`config.mk`:
```
export PLATFORM = sky130hd
export DESIGN_NAME = bp_be_stride_prefetch_issuer
export DESIGN_NICKNAME = d
export VERILOG_FILES = /design/src/rtl/bp_be_stride_prefetch_issuer_pkg.sv /design/src/rtl/bp_be_stride_prefetch_issuer_addr_gen.sv /design/src/rtl/bp_be_stride_prefetch_issuer.sv
export SDC_FILE = /design/constraint.sdc
export NUM_CORES = 1
export LEC_CHECK = 0
export ABC_AREA = 1
export BUFFER_PORTS_ARGS = -buffer_cell sky130_fd_sc_hd__buf_2
export CAP_MARGIN = 20
export CORE_MARGIN = 8
export CORE_UTILIZATION = 25
export DETAILED_ROUTE_END_ITERATION = 8
export HOLD_SLACK_MARGIN = 0.1
export PLACE_DENSITY = 0.39
export SKIP_CTS_REPAIR_TIMING = 1
export SYNTH_ARGS = -nofsm -noshare
export SYNTH_HDL_FRONTEND = slang
export SYNTH_SLANG_ARGS = --single-unit
```
`constraint.sdc`:
```
create_clock -name clk_i -period 7.6 [get_ports clk_i]
set_input_delay 1.52 -clock clk_i [delete_from_list [all_inputs] [get_ports clk_i]]
set_output_delay 1.52 -clock clk_i [all_outputs]
set_load 0.01 [all_outputs]
```
`src/rtl/bp_be_stride_prefetch_issuer_pkg.sv`:
```
// Shared types for the back-end loop inference / stride prefetch path.
// Holds processor config lookups, the loop descriptor bundle and issuer states.
package bp_be_stride_prefetch_issuer_pkg;

   typedef enum logic [0:0] {
      e_bp_default_cfg,
      e_bp_sv39_cfg
   } bp_params_e;

   localparam int bp_default_vaddr_width_gp  = 32;
   localparam int bp_default_dcache_block_gp = 512;
   localparam int bp_default_range_gp        = 8;
   localparam int bp_default_stride_gp       = 8;

   function automatic int bp_vaddr_width(bp_params_e cfg);
      case (cfg)
         e_bp_sv39_cfg: return 39;
         default:       return bp_default_vaddr_width_gp;
      endcase
   endfunction

   function automatic int bp_dcache_block_width(bp_params_e cfg);
      case (cfg)
         e_bp_sv39_cfg: return 512;
         default:       return bp_default_dcache_block_gp;
      endcase
   endfunction

   typedef struct packed {
      logic [bp_default_range_gp-1:0]       iters;
      logic [bp_default_vaddr_width_gp-1:0] pc;
      logic [bp_default_vaddr_width_gp-1:0] eff_addr;
      logic [bp_default_stride_gp-1:0]      stride;
   } bp_be_loop_desc_s;

   typedef enum logic [0:0] {
      e_pf_idle,
      e_pf_issue
   } bp_be_pf_state_e;

endpackage

```
`src/rtl/bp_be_stride_prefetch_issuer_addr_gen.sv`:
```
// Walks eff_addr + k*stride, tracking the last issued cache line and
// the remaining expansion count for the stride prefetch issuer.
module bp_be_stride_prefetch_issuer_addr_gen
   import bp_be_stride_prefetch_issuer_pkg::*;
#(
   parameter int vaddr_width_p  = 32,
   parameter int block_offset_p = 6,
   parameter int output_range_p = 8,
   parameter int stride_width_p = 8,
   parameter int max_prefetch_p = 16
)(
   input  logic                      clk_i,
   input  logic                      reset_i,
   input  logic                      load_i,
   input  logic                      advance_i,
   input  logic                      clear_i,
   input  logic [output_range_p-1:0] iters_i,
   input  logic [vaddr_width_p-1:0]  eff_addr_i,
   input  logic [stride_width_p-1:0] stride_i,
   output logic [vaddr_width_p-1:0]  aligned_addr_o,
   output logic                      same_line_o,
   output logic                      last_o
);

   localparam int cnt_width_lp  = $clog2(max_prefetch_p + 1);
   localparam int line_width_lp = vaddr_width_p - block_offset_p;

   logic [vaddr_width_p-1:0]  r_next_addr;
   logic [vaddr_width_p-1:0]  r_stride;
   logic [line_width_lp-1:0]  r_last_line;
   logic [cnt_width_lp-1:0]   r_cnt;

   logic [vaddr_width_p-1:0]  w_stride_ext;
   logic [vaddr_width_p-1:0]  w_first_addr;
   logic [line_width_lp-1:0]  w_cur_line;
   logic [line_width_lp-1:0]  w_eff_line;
   logic                      w_over;
   logic [cnt_width_lp-1:0]   w_load_cnt;

   assign w_stride_ext = {{(vaddr_width_p-stride_width_p){stride_i[stride_width_p-1]}},
                          stride_i};
   assign w_first_addr = eff_addr_i + w_stride_ext;
   assign w_cur_line   = r_next_addr[vaddr_width_p-1:block_offset_p];
   assign w_eff_line   = eff_addr_i[vaddr_width_p-1:block_offset_p];

   // Clamp the descriptor's iteration count to the per-descriptor cap
   assign w_over     = ({1'b0, iters_i} > (output_range_p+1)'(max_prefetch_p));
   assign w_load_cnt = w_over ? cnt_width_lp'(max_prefetch_p)
                              : cnt_width_lp'(iters_i);

   always_ff @(posedge clk_i or posedge reset_i) begin
      if (reset_i) begin
         r_next_addr <= '0;
         r_stride    <= '0;
         r_last_line <= '0;
         r_cnt       <= '0;
      end else if (clear_i) begin
         r_cnt       <= '0;
      end else if (load_i) begin
         r_next_addr <= w_first_addr;
         r_stride    <= w_stride_ext;
         r_last_line <= w_eff_line;
         r_cnt       <= w_load_cnt;
      end else if (advance_i) begin
         r_next_addr <= r_next_addr + r_stride;
         r_last_line <= w_cur_line;
         r_cnt       <= r_cnt - cnt_width_lp'(1);
      end
   end

   assign aligned_addr_o = {w_cur_line, {block_offset_p{1'b0}}};
   assign same_line_o    = (w_cur_line == r_last_line);
   assign last_o         = (r_cnt == cnt_width_lp'(1));

endmodule

```
`src/rtl/bp_be_stride_prefetch_issuer.sv`:
```
// Expands loop descriptors from loop inference into block-aligned D$
// prefetch requests, skipping addresses that fall in the last issued line.
module bp_be_stride_prefetch_issuer
   import bp_be_stride_prefetch_issuer_pkg::*;
#(
   parameter bp_params_e bp_params_p = e_bp_default_cfg,
   parameter int output_range_p       = 8,
   parameter int stride_width_p       = 8,
   parameter int max_prefetch_p       = 16,
   parameter int vaddr_width_p        = bp_vaddr_width(bp_params_p),
   parameter int dcache_block_width_p = bp_dcache_block_width(bp_params_p)
)(
   input  logic                      clk_i,
   input  logic                      reset_i,
   input  logic [output_range_p-1:0] iters_i,
   input  logic [vaddr_width_p-1:0]  pc_i,
   input  logic [vaddr_width_p-1:0]  eff_addr_i,
   input  logic [stride_width_p-1:0] stride_i,
   input  logic                      v_i,
   output logic                      yumi_o,
   input  logic                      flush_i,
   output logic                      pf_v_o,
   output logic [vaddr_width_p-1:0]  pf_vaddr_o,
   output logic [vaddr_width_p-1:0]  pf_pc_o,
   input  logic                      pf_ready_i,
   output logic                      busy_o
);

   localparam int block_offset_lp = $clog2(dcache_block_width_p / 8);

   bp_be_pf_state_e           r_state;
   logic [vaddr_width_p-1:0]  r_pc;

   logic                      w_idle;
   logic                      w_issue;
   logic                      w_drop;
   logic                      w_same_line;
   logic                      w_last;
   logic                      w_advance;
   logic                      w_clear;
   logic [vaddr_width_p-1:0]  w_aligned;

   assign w_idle  = (r_state == e_pf_idle);
   assign w_issue = (r_state == e_pf_issue);
   assign w_drop  = (iters_i == '0) | (stride_i == '0);

   assign yumi_o  = w_idle & v_i & ~flush_i & ~reset_i;

   // A flush cycle neither presents nor completes a request
   assign pf_v_o    = w_issue & ~flush_i & ~w_same_line;
   assign w_advance = w_issue & ~flush_i & (w_same_line | pf_ready_i);
   assign w_clear   = w_issue & flush_i;

   bp_be_stride_prefetch_issuer_addr_gen #(
      .vaddr_width_p  (vaddr_width_p),
      .block_offset_p (block_offset_lp),
      .output_range_p (output_range_p),
      .stride_width_p (stride_width_p),
      .max_prefetch_p (max_prefetch_p)
   ) u_addr_gen (
      .clk_i          (clk_i),
      .reset_i        (reset_i),
      .load_i         (yumi_o),
      .advance_i      (w_advance),
      .clear_i        (w_clear),
      .iters_i        (iters_i),
      .eff_addr_i     (eff_addr_i),
      .stride_i       (stride_i),
      .aligned_addr_o (w_aligned),
      .same_line_o    (w_same_line),
      .last_o         (w_last)
   );

   always_ff @(posedge clk_i or posedge reset_i) begin
      if (reset_i) begin
         r_state <= e_pf_idle;
         r_pc    <= '0;
      end else begin
         case (r_state)
            e_pf_idle: begin
               if (yumi_o) begin
                  r_pc <= pc_i;
                  if (!w_drop)
                     r_state <= e_pf_issue;
               end
            end
            e_pf_issue: begin
               if (flush_i)
                  r_state <= e_pf_idle;
               else if (w_advance & w_last)
                  r_state <= e_pf_idle;
            end
            default: r_state <= e_pf_idle;
         endcase
      end
   end

   assign pf_vaddr_o = w_aligned;
   assign pf_pc_o    = r_pc;
   assign busy_o     = w_issue;

endmodule

```
== Word-level counts from Yosys, hierarchy flattened ==
Cells that the tools add are included.
Word-level totals
  bits in registers: 104
  bits in latches: 0
  RAM bits: 0
  memory bits (read-only): 0
  input bits: 85
  output and inout port bits: 67
  word-level logic and storage cells: 47
  memories kept: 0
Cells by class
  add/subtract/negate cells: 3
  $mul: 0
  div/mod/pow operators: 0
  magnitude comparators: 1
  equal/unequal tests: 2
  shifts and indexed selects: 0
  muxes and demuxes: 13
  bitwise gates (word level): 15
  reduce and logical (&&, ||, !) cells: 7
Operators with widths (number)
  $add A32 B32 Y32: 2
  $mux W32: 2
  $mux W26: 2
  $eq A26 B26 Y1: 1
  $mux W5: 4
  $logic_not A8 Y1: 2
  $and A1 B1 Y1: 8
  $gt A8 B5 Y1 const B: 1
  $reduce_and A2 Y1: 3
  $eq A5 B1 Y1 const B: 1
  $not A1 Y1: 5
  $sub A5 B1 Y5 const B: 1
  $mux W1: 4
  $reduce_bool A3 Y1: 1
  $or A1 B1 Y1: 2
  $pmux W1 S2: 1
  $reduce_bool A2 Y1: 1

== Logic depth before layout (Yosys ltp) ==
Gate-level depths: netlist of run 1.
  depth after elaboration: 7
  mapped depth: 16
  mapped depth without buffers: 16

== Modules after synthesis ==
From an unflattened synthesis of run 1, not the netlist that was laid out.
Unflattened totals
  cells, all modules: 1691
  area total of the unflattened synthesis: 10137.2 µm²
By module, submodules not included
  bp_be_stride_prefetch_issuer_addr_gen: times used 1, cells each 1516, area each 8669.6 µm², sequential area each 1776.7 µm²
  bp_be_stride_prefetch_issuer: times used 1, cells each 175, area each 1467.7 µm², sequential area each 825.8 µm²

== Worst setup path before layout of run 1 ==
No wires, ideal clock.
  path type: input-to-output
  start point: in reset_i
  end point: out yumi_o
  data arrival time: 4.704 ns
  data required time: 6.080 ns
  setup slack: 1.376 ns
  stages on the path: 5
  cells stage by stage: inv_1 -> and3_1 -> buf_2 -> buf_2 -> buf_1
On the way
  word-level cells in the longest chain between the ends: 2
RTL lines
  start: declaration: line bp_be_stride_prefetch_issuer.sv:14  | input logic reset_i,
  $not A1 Y1: line bp_be_stride_prefetch_issuer.sv:47  | assign yumi_o = w_idle & v_i & ~flush_i & ~reset_i;
  $and A1 B1 Y1: line bp_be_stride_prefetch_issuer.sv:47
  end: declaration: line bp_be_stride_prefetch_issuer.sv:20  | output logic yumi_o,
Every way passes these cells.

== Final worst setup path of run 1 ==
Ends and elaborated chain as after synthesis.

==> results of run 1 <==
area by class of cell:
type	instances	area share, %
diodes	1	0.0219
clock buffers	12	2.16
clock inverters	4	0.241
inverters	245	8.11
multi-input cells	1321	54.1
flip-flops and latches	104	22.8
well taps	525	5.76
repair buffers	149	6.80
how the worst max path moves through the flow:
stage / from / to / slack [ns]
2_1_floorplan: reset_i / yumi_o / 1.38
3_3_place_gp: reset_i / yumi_o / 3.31
3_5_place_dp: reset_i / yumi_o / 3.30
4_1_cts: reset_i / yumi_o / 3.29
5_1_grt: reset_i / yumi_o / 3.22
6_report: reset_i / yumi_o / 3.36
kinds of logic after synthesis:
| kind of cell | share of synthesized area [%] |
|---|---|
| other cells | 0.0370 |
| buf+inv | 13.6 |
| simple gates | 44.5 |
| xor+xnor | 2.60 |
| compound gates | 5.22 |
| fa+ha+maj | 8.30 |
| flops | 25.7 |
worst max-delay path: stages:
cell and delay [ns]:
buf_2 0.11, inv_4 0.30, and3_4 0.53, buf_2 0.22
cells in the final DEF (no fill, tap or decap), types with 2 or more instances in the layout:
master | synthesis | routed
clkbuf_1 | 8 | 2
nand4_1 | 5 | 5
nor4_1 | 2 | 2
inv_1 | 244 | 243
nor2_1 | 102 | 102
xor2_1 | 20 | 20
dfrtp_1 | 104 | 104
fa_1 | 2 | 2
o21ai_0 | 31 | 31
ha_1 | 64 | 64
nor3_1 | 14 | 14
nand3_1 | 154 | 154
or2_0 | 3 | 3
inv_4 | 0 | 2
conb_1 | 1 | 6
xnor2_1 | 10 | 10
clkinv_2 | 0 | 2
o21bai_1 | 5 | 5
buf_2 | 17 | 145
a21oi_1 | 61 | 61
and3_1 | 3 | 2
and2_1 | 2 | 2
clkbuf_16 | 0 | 9
nand2_1 | 820 | 820
o31ai_1 | 2 | 2
nand3b_1 | 9 | 9
buf_4 | 32 | 3
inv_6 | 0 | 2
power groups by stage:
stage	clock network [W]	registers, W	logic (W)
final	0.000460	0.00101	0.00192
after global placement	0	0.00103	0.00193
after detailed placement	0	0.00102	0.00193
after global routing	0.000501	0.00104	0.00222
after CTS	0.000483	0.00101	0.00194
after floorplan	0	0.000930	0.00144
per-layer routing:
metal  part of all wire [%]  vias to the layer above  routed length, um  global-route usage, %
li1                       -                     5493                  -                      -
met4                    1.6                        4                597                   3.67
met1                     54                     4666              20200                   23.5
met3                    3.3                       29               1210                   2.02
met2                     41                      178              15200                   23.1
met5                  0.067                        -                 25                      0
through the flow:
stage / instances / power, W / worst slack (ns)
3_3_place_gp: 2343 / 0.00296 / 3.31
6_report: 2361 / 0.00340 / 3.36
4_1_cts: 2360 / 0.00344 / 3.29
2_1_floorplan: 1743 / 0.00237 / 1.38
3_5_place_dp: 2344 / 0.00296 / 3.30
5_1_grt: 2361 / 0.00377 / 3.22
state kept, by name, summed over array words and instances (netlist names):
signal,count
pf_pc_o,32
u_addr_gen.r_next_addr,32
u_addr_gen.r_stride,8
busy_o,1
u_addr_gen.r_last_line,26
u_addr_gen.r_cnt,5
==> metrics.txt, run 1 <==
Synth Warn # 0; static leakage 6.87 nW; worst hold path type reg2reg; CP max FO 35; reg2reg setup slack 4.59 ns; Syn Area/Cell 5.83 sq um; RSZ-0062 raised after global routing false; FF/Latch Area between 2000 and 3000 sq um; Reg power frac 29.9%; Max Cap Viol 0; GRT Overall Usage between 15 and 20%; Core Rows 73; Die Ht 217 um; PwrDens 298 nW/um^2; Post-Syn Instances ~1700; Setup TNS 0 ns; Hold Crit Depth 2; combinational share of power a little under three fifths; status completed; largest net degree at the start of global routing 96; clk root buf clkbuf_16; Die Width 217 um; Placer Congestion between 0.8 and 0.9; ranking of synthesized cells by area nand2_1, dfrtp_1, inv_1; DRT antenna net count 0; final net count 1981; Synth top cells by count nand2_1, inv_1, nand3_1, dfrtp_1, nor2_1; slew at the pin with the worst max-slew slack 1.11 ns; VDD IR-drop max ~0.1 mV; Layout Utilization 28.6%; area share of the largest cell type after synthesis 30.4%; Seq/Total Area, Yosys between 20 and 30%; antenna violations before repair 3; async set-reset flop share out of synthesis 100%; Final min period 4.24 ns; routed len/inst approximately 16 um; final setup fails 0; Worst Hold Endpoint pf_pc_o[24]; DPL Wire Length 29.6 mm; Seq cells post-synth 104; count leader, synth nand2_1; first-pass GRT wire length around 58 mm; area leader, netlist nand2_1; via count 10370; Final Hold Fails 0; crit end category primary output; r2r startpoint u_addr_gen.r_next_addr[28]; Arr. time, crit path 2.72 ns; die footprint roughly 47000 sq um; Yosys cell types 33; routed wire length 37.2 mm; Synth Flop Type dfrtp_1; Port Buffers 145; Rel. slew slack 26.2%; Post-synth EDFFs 0; Avg Vias per Cell 4.39; Int Pwr 0.00168 W; Worst Setup Start Kind input pin; core outline area 39800 sq um; r2r endpoint u_addr_gen.r_last_line[22]; drt first pass iters 5; CTS Sinks between 100 and 150; P_sw 0.00171 W; Worst-path clk slew roughly 0.070 ns; Area Overhead vs Synth 12.6%; CP Data Required Time roughly 6.1 ns; grt ovf 0; Fmax achieved 236 MHz; Skew-Pair Late Insertion Delay 0.36 ns; H-tree depth 3; Fill cells 4675; DRC 0; Setup Skew 0.00879 ns; Max clock buf depth 2; CTS tree built; final instance area 11400 sq um; I/O pin count 152; layout cells sized above 1 9.21%; synthesized cell area 10100 sq um; Multi-input gate area 6170 sq um; Starting Density 25.4%; Placement Cell Area 11100 sq um; type of the worst setup path in2out; DRT iter0 DRCs roughly 700; worst hold slack 0.465 ns; Sw Share 50.5%; vias in the first global route 10248; TritonCTS Buffers 9; final period utilization 55.8%; final count of pins violating max slew 0; hold wc startpoint pf_pc_o[24]; Clk network pwr share 13.6%; Worst Reg-to-Reg Cells 12
Power figures use the tool's default switching activity.
==> inputs of run 2 (changes only) <==
PLACE_DENSITY = 0.41   (was 0.39)
clock period = 3.5 ns   (was 7.6 ns; I/O delays follow)
==> metrics.txt, run 2 (synthesized netlist as in run 1, its figures left out) <==
status completed; final net count ~2000; crit end category flip-flop; Antenna Cells 0; CP max FO 26; Port Buffers 145; fin worst setup slack 0.507 ns; Setup Skew approximately 0.016 ns; clk root buf clkbuf_16; grt ovf 0; type of the worst setup path reg2reg; Fmax achieved 334 MHz; CP startpoint u_addr_gen.r_stride[7]; CP Data Required Time between 3 and 4 ns; VDD IR-drop max 0.234 mV; most frequent cells in the layout nand2_1, inv_1, nand3_1, buf_2, dfrtp_1; hold wc startpoint pf_pc_o[12]; routed wire length between 30 and 40 mm; Pwr Total 0.00747 W; via count 10524; slew at the pin with the worst max-slew slack 1.07 ns; DRC 0; pre-CTS setup slack 0.387 ns; Starting Density 25.4%; r2r startpoint u_addr_gen.r_stride[7]; static leakage 6.93 nW; layout cells sized above 1 roughly 10%; Skew-Pair Late Insertion Delay 0.37 ns; Final Hold Fails 0; PwrDens between 600 and 700 nW/um^2; DPL Wire Length 29.8 mm; Hold Crit Depth 2; I/O pin count 152; CTS Sinks roughly 100; GRT Overall Usage 15.7%; most common cell after layout, fill and taps aside nand2_1; CTS tree built; Die Width between 200 and 250 um; final count of pins violating max slew 0; H-tree depth 3; drt first pass iters 5; core outline area roughly 40000 sq um; Core Rows 73; fin cells around 2400; reg2reg setup slack 0.51 ns; routed len/inst 15.6 um; Rel. slew slack 28.6%; antenna violations before repair 0; RSZ-0062 raised after global routing false; TritonCTS Buffers 9; Final min period 2.99 ns; Worst Reg-to-Reg Cells 11; worst hold path type reg2reg; Max Cap Viol 0; Arr. time, crit path 3.25 ns; Worst-path clk slew 0.09 ns; largest net degree at the start of global routing 64; Placement Cell Area 11200 sq um; DRT iter0 DRCs 683; Placer Congestion 0.837; Area Overhead vs Synth 13.7%; Max clock buf depth 2; Die Ht 217 um; Worst Setup Start Kind flip-flop; DRT antenna net count 0; final setup fails 0; die footprint 47200 sq um; final instance area ~12000 sq um; first-pass GRT wire length about 59 mm; Avg Vias per Cell 4.43; Setup TNS 0 ns; final period utilization 85.5%; vias in the first global route 10556; Post-Place Cells ~2400
-- run 2: power breakdown --
part	internal, W	switching [W]
registers	0.00163	0.000529
clock network	0.000504	0.000539
logic	0.00155	0.00272
total	0.00368	0.00379
-- run 2: final timing paths --
| kind | to |
|---|---|
| hold reg to reg | pf_pc_o[12] |
| hold / removal | pf_pc_o[12] |
| setup / recovery | u_addr_gen.r_next_addr[15] |
| min in group asynchronous | pf_pc_o[22] |
| setup reg to reg | u_addr_gen.r_next_addr[15] |
| max in group asynchronous | u_addr_gen.r_last_line[18] |
-- run 2: metal layers --
layer,vias to the layer above,global-route usage (%),share of wire (%)
li1,5527,-,-
met1,4746,23.2,52
met2,217,23.8,42
met3,34,1.71,3.8
met4,0,4.55,2.0
met5,-,0,0
-- run 2: critical path, cell delays in order (launching register included) --
cell     delay, ns
dfrtp_1       1.05
ha_1          0.45
nand2_1       0.12
inv_1         0.06
nand2_1       0.09
inv_1         0.09
a21oi_1       0.14
nand2_1       0.20
o21ai_0       0.43
nand2_1       0.10
nand2_1       0.07
nand2_1       0.05
-- run 2: area by class of cell --
class / count / area, sq um
multi-input combinational: 1321 / 6170
tap: 525 / 657
timing repair buffer: 164 / 868
sequential: 104 / 2600
fill: 4693 / 28300
clock inverter: 6 / 58.8
clock buffer: 10 / 229
inverter: 245 / 926
-- run 2: metrics by stage --
stage	hold slack (ns)	util [%]
floorplan	0.446	-
global placement	0.448	28.2
detailed placement	0.454	28.2
CTS	0.475	28.9
global route	0.489	28.9
finish	0.472	28.9
